<file path="src/rtl/pipelined_barrel_shifter.sv">
// Three-stage pipelined barrel shifter: reverse / right-shift network / reverse, valid-ready on both sides.
// Optional rotate mode is compiled in with `define BARREL_ROTATE_EN.
module pipelined_barrel_shifter #(
  parameter int WIDTH = 8,
  localparam int SHW = $clog2(WIDTH)
) (
  input  logic             clk,
  input  logic             rst,
  input  logic             in_valid,
  output logic             in_ready,
  input  logic [WIDTH-1:0] in_data,
  input  logic [SHW-1:0]   in_shamt,
  input  logic             in_dir,
  input  logic             in_arith,
  input  logic             in_rot,
  output logic             out_valid,
  input  logic             out_ready,
  output logic [WIDTH-1:0] out_data
);

  function automatic logic [WIDTH-1:0] bit_rev(input logic [WIDTH-1:0] d);
    return {<<{d}};
  endfunction

  // Sign fill only for arithmetic right shifts; rotate ignores the fill entirely.
  function automatic logic fill_bit(input logic msb, input logic dir, input logic arith,
                                    input logic rot);
    return msb & ~dir & arith & ~rot;
  endfunction

  logic             vld_p0_q, vld_p1_q, vld_p2_q;
  logic [WIDTH-1:0] data_p0_q, data_p1_q, data_p2_q;
  logic [WIDTH-1:0] data_p0_d, data_p1_d, data_p2_d;
  logic [SHW-1:0]   shamt_p0_q;
  logic             dir_p0_q, dir_p1_q;
  logic             fill_p0_q, fill_p0_d;
  logic             rot_in;
  logic             adv;

`ifdef BARREL_ROTATE_EN
  logic rot_p0_q;
  assign rot_in = in_rot;
`else
  logic unused_rot;
  assign unused_rot = in_rot;
  assign rot_in     = 1'b0;
`endif

  assign adv       = !vld_p2_q || out_ready;
  assign in_ready  = adv;
  assign out_valid = vld_p2_q;
  assign out_data  = data_p2_q;

  // S1 next-state: pre-reverse for left shifts and resolve the fill bit.
  always_comb begin
    data_p0_d = in_dir ? bit_rev(in_data) : in_data;
    fill_p0_d = fill_bit(in_data[WIDTH-1], in_dir, in_arith, rot_in);
  end

  // S2 network: SHW cascaded 2:1 levels, level k shifts right by 2^k.
  logic [SHW:0][WIDTH-1:0] lvl;
  assign lvl[0] = data_p0_q;

  for (genvar k = 0; k < SHW; k++) begin : g_lvl
    for (genvar i = 0; i < WIDTH; i++) begin : g_bit
      localparam int SRC  = (i + (1 << k)) % WIDTH;
      localparam bit WRAP = (i + (1 << k)) >= WIDTH;
      logic shifted;
      if (WRAP) begin : g_wrap
`ifdef BARREL_ROTATE_EN
        assign shifted = rot_p0_q ? lvl[k][SRC] : fill_p0_q;
`else
        assign shifted = fill_p0_q;
`endif
      end else begin : g_in
        assign shifted = lvl[k][SRC];
      end
      assign lvl[k+1][i] = shamt_p0_q[k] ? shifted : lvl[k][i];
    end
  end

  always_comb begin
    data_p1_d = lvl[SHW];
    data_p2_d = dir_p1_q ? bit_rev(data_p1_q) : data_p1_q;
  end

  // Whole pipe advances in lockstep; reset discards everything in flight.
  always_ff @(posedge clk) begin
    if (rst) begin
      vld_p0_q   <= 1'b0;
      vld_p1_q   <= 1'b0;
      vld_p2_q   <= 1'b0;
      data_p0_q  <= '0;
      data_p1_q  <= '0;
      data_p2_q  <= '0;
      shamt_p0_q <= '0;
      dir_p0_q   <= 1'b0;
      dir_p1_q   <= 1'b0;
      fill_p0_q  <= 1'b0;
`ifdef BARREL_ROTATE_EN
      rot_p0_q   <= 1'b0;
`endif
    end else if (adv) begin
      // stage 1
      vld_p0_q   <= in_valid;
      data_p0_q  <= data_p0_d;
      shamt_p0_q <= in_shamt;
      dir_p0_q   <= in_dir;
      fill_p0_q  <= fill_p0_d;
`ifdef BARREL_ROTATE_EN
      rot_p0_q   <= in_rot;
`endif
      // stage 2
      vld_p1_q   <= vld_p0_q;
      data_p1_q  <= data_p1_d;
      dir_p1_q   <= dir_p0_q;
      // stage 3
      vld_p2_q   <= vld_p1_q;
      data_p2_q  <= data_p2_d;
    end
  end

endmodule

</file>
<file path="config.mk">
export PLATFORM = sky130hd
export DESIGN_NAME = pipelined_barrel_shifter
export DESIGN_NICKNAME = d
export VERILOG_FILES = /design/src/rtl/pipelined_barrel_shifter.sv
export SDC_FILE = /design/constraint.sdc
export NUM_CORES = 1
export LEC_CHECK = 0
export ABC_AREA = 1
export BUFFER_PORTS_ARGS = -buffer_cell sky130_fd_sc_hd__buf_2
export CELL_PAD_IN_SITES_DETAIL_PLACEMENT = 0
export CELL_PAD_IN_SITES_GLOBAL_PLACEMENT = 1
export CORE_MARGIN = 1
export CORE_UTILIZATION = 38
export CTS_CLUSTER_DIAMETER = 60
export CTS_CLUSTER_SIZE = 14
export DETAILED_ROUTE_END_ITERATION = 7
export GPL_TIMING_DRIVEN = 0
export MAX_ROUTING_LAYER = met4
export PLACE_DENSITY_LB_ADDON = 0.1
export SLEW_MARGIN = 15
export SYNTH_ARGS = -nofsm -noshare
export SYNTH_HDL_FRONTEND = slang
export SYNTH_SLANG_ARGS = --single-unit
export TNS_END_PERCENT = 50
</file>
<file path="constraint.sdc">
create_clock -name clk -period 1.3 [get_ports clk]
set_input_delay 0.13 -clock clk [delete_from_list [all_inputs] [get_ports clk]]
set_output_delay 0.13 -clock clk [all_outputs]
set_load 0.03 [all_outputs]
</file>
Word-level counts from Yosys, hierarchy flattened

Index checks and enable logic that the tools add are counted.

Equal/unequal tests: 0
Reductions and logical operators: 2
Bitwise operators: 3
Multipliers: 0
$add $sub $neg: 0
Mux-type cells: 26
Magnitude comparators: 0
Shift-type cells: 0
Divide/modulo/power cells: 0

Operators with widths:

| cell             | number |
|---|---|
| $mux 1           | 24 |
| $mux 8           | 2 |
| $and 1x1->1      | 2 |
| $logic_not 1->1  | 1 |
| $logic_or 1x1->1 | 1 |
| $not 1->1        | 1 |

Latch bits: 0
Output and inout port bits: 10
Register bits after elaboration: 33
RAM bits: 0
Memories kept: 0
Bits of input ports: 18
Bits in read-only memories: 0

Longest topological paths before layout

Gate-level depths: netlist (run 1).

Depth in word-level cells: 3
Depth in mapped cells: 9

Least setup slack after synthesis (run 1)

Ideal clock, no wire load.

Kind: flip-flop to flip-flop
From: reg vld_p2_q, in the netlist out_valid
To: reg data_p1_q[2]
Data arrival time: 1186 ps
Library setup time: 109 ps
Stages on the path, launching flop included: 9
Setup slack: 5 ps
Clock period less this slack: 1295 ps
Path buffers: 1
Path through: dfxtp_1 > inv_1 > nor2_4 > inv_2 > buf_2 > o21ai_1 > inv_1 > nand2_1 > inv_1

Cells in the longest elaborated chain, start to end: 2

RTL lines:

| what                   | line | source |
|---|---|---|
| from (decl)            | 31   | `logic vld_p0_q, vld_p1_q, vld_p2_q;` |
| from (signal assigned) | 118  | `vld_p2_q <= vld_p1_q;` |
| $logic_not 1->1        | 49   | `assign adv = !vld_p2_q \|\| out_ready;` |
| $logic_or 1x1->1       | 49   |  |
| to (signal assigned)   | 115  | `data_p1_q <= data_p1_d;` |
| to (decl)              | 32   | `logic [WIDTH-1:0] data_p0_q, data_p1_q, data_p2_q;` |

Every way passes these cells.
A chain may end at the register's enable or synchronous reset.

Worst setup path in the final report (run 1)

From: reg vld_p2_q, in the netlist out_valid
To: out in_ready

Cells in the longest elaborated chain, start to end: 2

RTL lines:

| what             | line | source |
|---|---|---|
| $logic_not 1->1  | 49   |  |
| $logic_or 1x1->1 | 49   |  |
| to (decl)        | 10   | `output logic in_ready,` |

Every way passes these cells.

==> results of run 1 <==
==> critical path, stage by stage, from the launching register on <==
cell     delay [ns]
dfxtp_1        0.33
inv_1          0.07
nor2_4         0.14
inv_4          0.09
buf_4          0.17
==> cell families (layout without fill, tap and decap cells) <==
kind of cell / Yosys count / after routing
and+or+nand+nor: 105 / 105
AOI/OAI and AO/OA: 51 / 51
DFF: 33 / 33
buffers and inverters: 28 / 62
==> layout make-up <==
class | instances | share of cell area
clock buffers | 5 | 0.0373
multi-input cells | 156 | 0.390
well taps | 48 | 0.0326
inverters | 17 | 0.0373
plain buffers | 10 | 0.0326
flip-flops and latches | 33 | 0.358
repair buffers | 27 | 0.0760
clock inverters | 3 | 0.0353
==> worst max path at each step <==
stage / startpoint / cells after the start / endpoint / slack, ns
2_1_floorplan: out_valid / 8 / data_p1_q[2] / 0.005
3_3_place_gp: out_valid / 8 / data_p1_q[2] / 0.11
3_5_place_dp: out_valid / 8 / data_p1_q[2] / 0.13
4_1_cts: out_valid / 6 / data_p0_q[0] / 0.007
5_1_grt: out_valid / 6 / data_p0_q[6] / -0.02
6_report: out_valid / 4 / in_ready / 0.08
==> metal layers <==
metal / vias to the layer above / GRT usage
met5: - / -
met1: 669 / 0.266
met2: 26 / 0.290
met3: 5 / 0.0423
met4: 0 / 0.0833
li1: 788 / -
==> power by group <==
group | internal [mW] | leakage [nW] | switching, mW
clock | 0.761 | 0.0681 | 0.387
sequential | 1.09 | 0.272 | 0.0461
combinational | 0.131 | 0.488 | 0.228
==> Yosys cell counts <==
cell	instances	area, um^2
nand2_1	71	267
a31oi_1	16	100
inv_4	1	6.26
buf_6	1	11.3
inv_1	12	45.0
dfxtp_1	33	661
buf_2	6	30.0
o21ai_1	1	5.00
a21oi_1	13	65.1
nor3_1	1	5.00
clkbuf_2	1	5.00
nor2_2	2	12.5
o21ai_0	21	105
nor2_4	1	11.3
nand3_1	25	125
nor2_1	5	18.8
inv_2	2	7.51
clkbuf_1	3	11.3
clkinv_1	2	7.51
==> timing repair <==
item | in CTS | in global routing
setup endpoints to repair | 1 | 27
endpoints found under the hold margin | 0 | 0
gates resized for setup | 1 | 8
buffers inserted | 1 | 0
pin swaps | 1 | 0
==> stage by stage <==
step / utilization / setup slack (ns)
3_3_place_gp: 0.455 / 0.108
4_1_cts: 0.492 / 0.00699
5_1_grt: 0.496 / -0.0154
3_5_place_dp: 0.455 / 0.127
6_report: 0.496 / 0.0810
2_1_floorplan: - / 0.00481
==> sequential cells by signal, indices dropped and copies added (netlist names) <==
register    cells
data_p1_q       8
data_p0_q       8
dir_p0_q        1
vld_p0_q        1
vld_p1_q        1
out_valid       1
fill_p0_q       1
dir_p1_q        1
shamt_p0_q      3
out_data        8
==> flow_summary_export.csv, run 1 <==
group,metric,value,unit
finish,num-nets-final,268,
global_route,grt_pass1_vias,1387,
global_route,antenna_found_initial,0,
worst_setup_path,critPathArrivalTime,1.09,ns
sta,whs,0.0401,ns
finish,drive_gt1_frac,0.191,
synth,ys_seq_area_frac,0.441,
worst_hold_path,hold_path.class,"in2reg",
worst_hold_path,min_from,"rst",
synth,syn_inst,217,
worst_setup_path,r2r-end,"data_p0_q[0]",
clocking,clk_latency,0.29,ns
sta,min_period,1.22,ns
detailed_routing,drt_iter0_markers,109,
global_route,grt_remaining_overflow,0,
finish,layout_commonest_cell,"nand2_1",
clocking,clkTransAtPathRegs,0.07,ns
detailed_routing,dr_wl_met2,1.52,mm
clocking,hold_buffers,0,
sta,setup_viol,0,
finish,final_area,1840,um^2
global_route,grt_use_total,0.200,
placement,hpwl,2.56,mm
worst_setup_path,reg2reg_from,"out_valid",
pwr,power,2.64,mW
clocking,cts-htree-levels,2,
synth,synth-seq-cells,33,
synth,synth_top_family_by_area,"simple AND/OR/NAND/NOR gates",
floorplan,row_count,22,
pwr,ir_drop,0.672,mV
floorplan,initial_core_util,0.403,
global_route,grt_pass1_wl,6.16,mm
worst_hold_path,hold_path_end,"dir_p0_q",
worst_setup_path,setup.worst_path.start_class,"flip-flop",
detailed_routing,viasPerCell,4.98,
synth,synth_compound_area_frac,0.184,
worst_setup_path,reg2reg_depth,6,
synth,synth_nets,235,
detailed_routing,wl_per_cell,11.7,um
floorplan,die_h,64.8,um
sta,tightest_slew,0.433,ns
clocking,clock-sinks,33,
clocking,cts-buffers-inserted,5,
sta,totalNegativeSetupSlack,0,ns
finish,final_cell_count_no_fill,299,
pwr,power_density,1430,nW/um^2
floorplan,core,3720,um^2
synth,synth-xor-area-share,0,
worst_setup_path,reg2reg_slack,0.10,ns
worst_setup_path,crit_type,"reg2out",
clocking,cts_buffer_depth,2,
run,maxCapViolCount,0,
sta,fin_crit_sh,0.938,
global_route,grt_max_degree,15,
placement,placed_area,1690,um^2
synth,synthDistinctLibCells,19,
detailed_routing,wl_met3,155,um
floorplan,die_area,4200,um^2
worst_setup_path,endpoint_kind,"primary output",
synth,postSynthAreaPerCell,6.91,um^2
sta,rsz0062_at_grt,"true",
clocking,cts_tree,"built",
detailed_routing,drt-total-wl,3.50,mm
synth,netlist_area,1500,um^2
finish,multiInputGateArea,719,um^2
finish,regArea,661,um^2
synth,synth_simple_gate_area_frac,0.293,
worst_setup_path,path_max_fanout,14,
finish,layout_common_cells,"nand2_1, dfxtp_1, buf_2, nand3_1, o21ai_0",
placement,place.gp.congestion,0.771,
synth,yosysWarnings,0,
finish,synthToLayoutAreaGrowth,23.0,%
outcome,status,"finished, final reports clean",
sta,hold_violations,0,
detailed_routing,highest_layer,"met4",
worst_setup_path,required,1.17,ns
finish,num-fill-cells,393,
sta,finalClockSkew,0.00808,ns
synth,synthAdderAreaFrac,0,
detailed_routing,drt-met1-wl,1.78,mm
placement,dpl.cell_count,291,
sta,max_freq,820,MHz
worst_hold_path,hold_path_depth,2,
detailed_routing,dr.pass1.iters,4,
floorplan,num_io_pins,28,
finish,antenna_cells,0,
detailed_routing,num_vias,1488,
synth,yosys-mux-area-fraction,0,
floorplan,die_w,64.8,um
detailed_routing,final_antenna_net_count,0,
sta,slew_violations,0,
detailed_routing,drc_errors,0,
clocking,cts_root_buf,"clkbuf_8",
pwr,p_leak,0.828,nW
sta,slew_headroom,0.712,
placement,io_buffers,26,
Power figures use the tool's default switching activity.
==> run 2, diff against run 1 <==
--- a/config.mk
+++ b/config.mk
@@ -10,7 +10,8 @@
 export CELL_PAD_IN_SITES_DETAIL_PLACEMENT = 0
 export CELL_PAD_IN_SITES_GLOBAL_PLACEMENT = 1
 export CORE_MARGIN = 1
-export CORE_UTILIZATION = 38
+export CORE_UTILIZATION = 40
+export CTS_BUF_LIST = sky130_fd_sc_hd__clkbuf_8
 export CTS_CLUSTER_DIAMETER = 60
 export CTS_CLUSTER_SIZE = 14
 export DETAILED_ROUTE_END_ITERATION = 7
==> flow_summary_export.csv, run 2 (synthesis results as in run 1) <==
group,metric,value,unit
outcome,status,"finished, final reports clean",
clocking,clkTransAtPathRegs,0.06,ns
clocking,cts-buffers-inserted,5,
clocking,cts-htree-levels,2,
sta,slew_violations,0,
detailed_routing,drc_errors,0,
sta,hold_violations,0,
finish,synthToLayoutAreaGrowth,18.9,%
sta,finalClockSkew,0.00656,ns
worst_hold_path,hold_path.class,"in2reg",
global_route,grt_remaining_overflow,0,
global_route,antenna_found_initial,0,
worst_setup_path,critical_path_buf_inv_count,3,
finish,multiInputGateArea,719,um^2
floorplan,die_w,63.2,um
placement,place.gp.congestion,0.805,
sta,fin_ws,0.00950,ns
floorplan,core,3470,um^2
detailed_routing,final_antenna_net_count,0,
worst_setup_path,setup.worst_path.start_class,"flip-flop",
worst_setup_path,crit_family,"buffers and inverters",
sta,slew_headroom,0.709,
worst_setup_path,crit_chain,"inv_1 > nor2_4 > buf_4 > buf_2 > nand2_1 > a31oi_1",
clocking,clock-sinks,33,
sta,max_freq,775,MHz
floorplan,die_h,63.2,um
sta,setup_viol,0,
detailed_routing,viasPerCell,5.10,
detailed_routing,drt-total-wl,3.77,mm
finish,layout_commonest_cell,"nand2_1",
global_route,grt_max_degree,15,
detailed_routing,wl_per_cell,12.7,um
finish,regArea,661,um^2
detailed_routing,dr.pass1.iters,4,
worst_setup_path,critPathArrivalTime,1.50,ns
clocking,cts_buffer_depth,2,
floorplan,die_area,4000,um^2
sta,tightest_slew,0.437,ns
clocking,clk_latency,0.29,ns
pwr,ir_drop,0.676,mV
finish,final_area,1780,um^2
sta,rsz0062_at_grt,"true",
global_route,grt_pass1_wl,6.56,mm
finish,num-nets-final,268,
sta,min_period,1.29,ns
worst_setup_path,crit_type,"reg2reg",
finish,layout_common_cells,"nand2_1, dfxtp_1, buf_2, nand3_1, o21ai_0",
worst_setup_path,cpPeakStageDelay,0.33,ns
worst_setup_path,critPathSlowestCell,"dfxtp_1",
floorplan,row_count,21,
worst_setup_path,path_max_fanout,10,
global_route,grt_pass1_vias,1412,
clocking,cts_tree,"built",
placement,placed_area,1690,um^2
placement,io_buffers,26,
floorplan,initial_core_util,0.432,
finish,drive_gt1_frac,0.187,
finish,antenna_cells,0,
run,maxCapViolCount,0,
worst_setup_path,endpoint_kind,"flip-flop",
detailed_routing,drt_iter0_markers,75,
pwr,power_density,1260,nW/um^2
sta,totalNegativeSetupSlack,0,ns
floorplan,num_io_pins,28,
clocking,hold_buffers,0,
pwr,p_leak,0.809,nW
placement,hpwl,2.69,mm
placement,place_ws,0.0912,ns
worst_setup_path,required,1.50,ns
global_route,grt_use_total,0.218,
clocking,cts_root_buf,"clkbuf_8",
sta,fin_crit_sh,0.993,
finish,num-fill-cells,382,
detailed_routing,num_vias,1515,
-- run 2: changes by cell type in the layout (fill, tap and decap cells not counted), sizes merged --
| cell | delta |
|---|---|
| bufinv | -2 |
| clkbuf | -1 |
| clkinv | +1 |
| buf | +1 |
| inv | +1 |
-- run 2: power breakdown --
group | internal, mW | switching [mW]
combinational | 0.130 | 0.233
sequential | 1.09 | 0.0509
clock | 0.363 | 0.385
-- run 2: per-stage QoR --
step / total power [mW] / cells / utilization / hold slack (ns)
global placement: 1.51 / 289 / 0.486 / 0.335
floorplan: 1.40 / 217 / - / 0.209
detailed placement: 1.52 / 289 / 0.486 / 0.335
CTS: 2.24 / 297 / 0.512 / 0.0333
global route: 2.36 / 297 / 0.514 / 0.0434
finish: 2.25 / 297 / 0.514 / 0.0311
-- run 2: metal layers --
layer	global-route usage	part of all wire
met1	0.281	0.51
met4	0.102	0.021
met5	-	0
met3	0.0453	0.037
met2	0.325	0.43
-- run 2: path summary, 6_finish.rpt --
kind | start | to | slack [ns] | depth (start not counted)
hold / removal | rst | dir_p0_q | 0.03 | 2
setup reg to reg | out_valid | data_p0_q[6] | 0.009 | 6
hold reg to reg | vld_p1_q | vld_p1_q | 0.47 | 2
setup / recovery | out_valid | data_p0_q[6] | 0.009 | 6
-- run 2: timing repair --
item,in CTS,in global routing
pin swaps,1,0
buffers inserted,1,0
hold endpoints to repair,0,0
endpoints found under the setup margin,1,22
gates resized for setup,1,5
-- run 2: cell type report --
cell class	instances	area share
multi-input cells	156	0.404
flip-flops and latches	33	0.371
repair buffers	27	0.0787
clock buffers	5	0.0386
inverters	17	0.0372
well taps	46	0.0323
plain buffers	10	0.0309
clock inverters	3	0.00772
==> run 3, diff against run 2 <==
--- a/config.mk
+++ b/config.mk
@@ -6,15 +6,14 @@
 export NUM_CORES = 1
 export LEC_CHECK = 0
 export ABC_AREA = 1
-export BUFFER_PORTS_ARGS = -buffer_cell sky130_fd_sc_hd__buf_2
 export CELL_PAD_IN_SITES_DETAIL_PLACEMENT = 0
 export CELL_PAD_IN_SITES_GLOBAL_PLACEMENT = 1
-export CORE_MARGIN = 1
-export CORE_UTILIZATION = 40
+export CORE_UTILIZATION = 46
 export CTS_BUF_LIST = sky130_fd_sc_hd__clkbuf_8
 export CTS_CLUSTER_DIAMETER = 60
 export CTS_CLUSTER_SIZE = 14
 export DETAILED_ROUTE_END_ITERATION = 7
+export DONT_BUFFER_PORTS = 1
 export GPL_TIMING_DRIVEN = 0
 export MAX_ROUTING_LAYER = met4
 export PLACE_DENSITY_LB_ADDON = 0.1
==> flow_summary_export.csv, run 3 (synthesis results as in run 1) <==
group,metric,value,unit
clocking,cts_root_buf,"clkbuf_8",
global_route,grt_pass1_vias,1356,
outcome,status,"finished, final reports clean",
sta,setup_viol,0,
placement,io_buffers,0,
floorplan,core,3080,um^2
worst_setup_path,critPathSlowestCell,"dfxtp_4",
placement,dpl.cell_count,261,
placement,hpwl,2.49,mm
finish,layout_common_cells,"nand2_1, dfxtp_1, nand3_1, o21ai_0, a31oi_1",
sta,totalNegativeSetupSlack,0,ns
floorplan,num_io_pins,28,
worst_setup_path,reg2reg_depth,8,
pwr,p_switching,0.637,mW
clocking,cts_tree,"built",
detailed_routing,drc_errors,0,
clocking,cts-buffers-inserted,5,
floorplan,die_w,59.1,um
worst_setup_path,required,1.17,ns
sta,fin_crit_sh,0.963,
finish,final_area,1730,um^2
global_route,grt_pass1_wl,5.80,mm
finish,layout_commonest_cell,"nand2_1",
global_route,grt_max_degree,12,
pwr,p_int,1.57,mW
finish,antenna_cells,0,
pwr,p_leak,0.721,nW
finish,drive_gt1_frac,0.108,
pwr,ir_drop,0.905,mV
sta,min_period,1.25,ns
worst_setup_path,path_max_fanout,10,
placement,place_ws,-0.127,ns
sta,max_freq,799,MHz
pwr,seq_power_share,0.533,
clocking,cts_buffer_depth,2,
floorplan,die_h,59.1,um
global_route,grt_use_total,0.232,
sta,tightest_slew,0.432,ns
placement,placed_area,1550,um^2
sta,rsz0062_at_grt,"true",
worst_setup_path,critPathArrivalTime,1.12,ns
global_route,grt_remaining_overflow,0,
floorplan,initial_core_util,0.487,
clocking,clkTransAtPathRegs,0.07,ns
worst_hold_path,hold_path.class,"in2reg",
sta,whs,0.00491,ns
sta,slew_headroom,0.712,
clocking,cts-htree-levels,2,
pwr,power,2.20,mW
worst_setup_path,cpPeakStageDelay,0.40,ns
finish,final_core_util,0.561,
global_route,antenna_found_initial,0,
worst_setup_path,setup.worst_path.start_class,"flip-flop",
detailed_routing,num_vias,1470,
detailed_routing,wl_per_cell,12.3,um
worst_setup_path,crit_chain,"inv_1 > nor2_4 > inv_2 > buf_6",
finish,synthToLayoutAreaGrowth,15.1,%
clocking,clock-sinks,33,
detailed_routing,viasPerCell,5.33,
clocking,clk_latency,0.28,ns
sta,hold_violations,0,
finish,final_cell_count_no_fill,276,
finish,num-nets-final,249,
pwr,combPwrFrac,0.130,
floorplan,row_count,20,
detailed_routing,final_antenna_net_count,0,
sta,slew_violations,0,
detailed_routing,dr.pass1.iters,4,
detailed_routing,drt_iter0_markers,87,
detailed_routing,drt-total-wl,3.39,mm
run,maxCapViolCount,0,
pwr,swShare,0.289,
worst_setup_path,crit_family,"flip-flops",
sta,finalClockSkew,0.00419,ns
worst_setup_path,crit_type,"reg2out",
worst_setup_path,critical_path_buf_inv_count,3,
worst_setup_path,endpoint_kind,"primary output",
placement,place.gp.congestion,0.811,
floorplan,die_area,3490,um^2
sta,fin_ws,0.0481,ns
worst_setup_path,worstSetupPathDepth,4,
pwr,power_density,1280,nW/um^2
pwr,pwr-share-clk,0.337,
worst_hold_path,hold_path_depth,2,
-- run 3: changes by cell type in the layout (fill, tap and decap cells not counted), sizes merged --
cell / previous run / this run
buf: 33 / 9
clkinvlp: 0 / 1
dlygate4sd3: 0 / 5
inv: 16 / 15
-- run 3: final timing paths --
| kind | slack (ns) | end | startpoint |
|---|---|---|---|
| worst min register to register | 0.45 | out_valid | vld_p1_q |
| worst min-delay path | 0.005 | data_p0_q[6] | in_data[1] |
| worst max register to register | 0.10 | data_p1_q[2] | out_valid |
| worst max-delay path | 0.05 | in_ready | out_valid |
-- run 3: timing repair --
| item | 4_1_cts | 5_1_grt |
|---|---|---|
| cloned | 0 | 0 |
| hold buffers | 5 | 0 |
| endpoints found under the setup margin | 34 | 19 |
| endpoints found under the hold margin | 5 | 0 |
| resized for setup | 5 | 4 |
| pin swaps | 1 | 1 |
| setup buffers | 2 | 0 |
-- run 3: cell type report --
cell class	instances	area, um^2
Fill cell	326	1350
Multi-Input combinational cell	156	724
Sequential cell	33	664
Clock buffer	5	68.8
Inverter	17	66.3
Timing Repair Buffer	7	65.1
Buffer	11	63.8
Tap cell	44	55.1
Clock inverter	3	17.5
-- run 3: per-layer routing --
| layer | vias up | GRT usage | wire length [um] |
|---|---|---|---|
| met3 | 6 | 0.0524 | 170 |
| met2 | 32 | 0.362 | 1560 |
| met1 | 676 | 0.294 | 1610 |
| met4 | 0 | 0.0816 | 50 |
| met5 | - | - | 0 |
| li1 | 756 | - | - |
-- run 3: worst reg2reg max path, delay by kind of cell (launching register included) --
kind | cells | cell delay [ns]
AND/OR/NAND/NOR | 2 | 0.19
flip-flops | 1 | 0.40
AO/OA/AOI/OAI | 1 | 0.13
buffers and inverters | 5 | 0.40
-- run 3: power groups by stage --
stage          registers (mW)  clock network [mW]  logic [mW]
4_1_cts                  1.17               0.769       0.286
3_3_place_gp             1.20                   0       0.261
5_1_grt                  1.18               0.804       0.332
6_report                 1.18               0.742       0.287
3_5_place_dp             1.20                   0       0.268
2_1_floorplan            1.18                   0       0.217
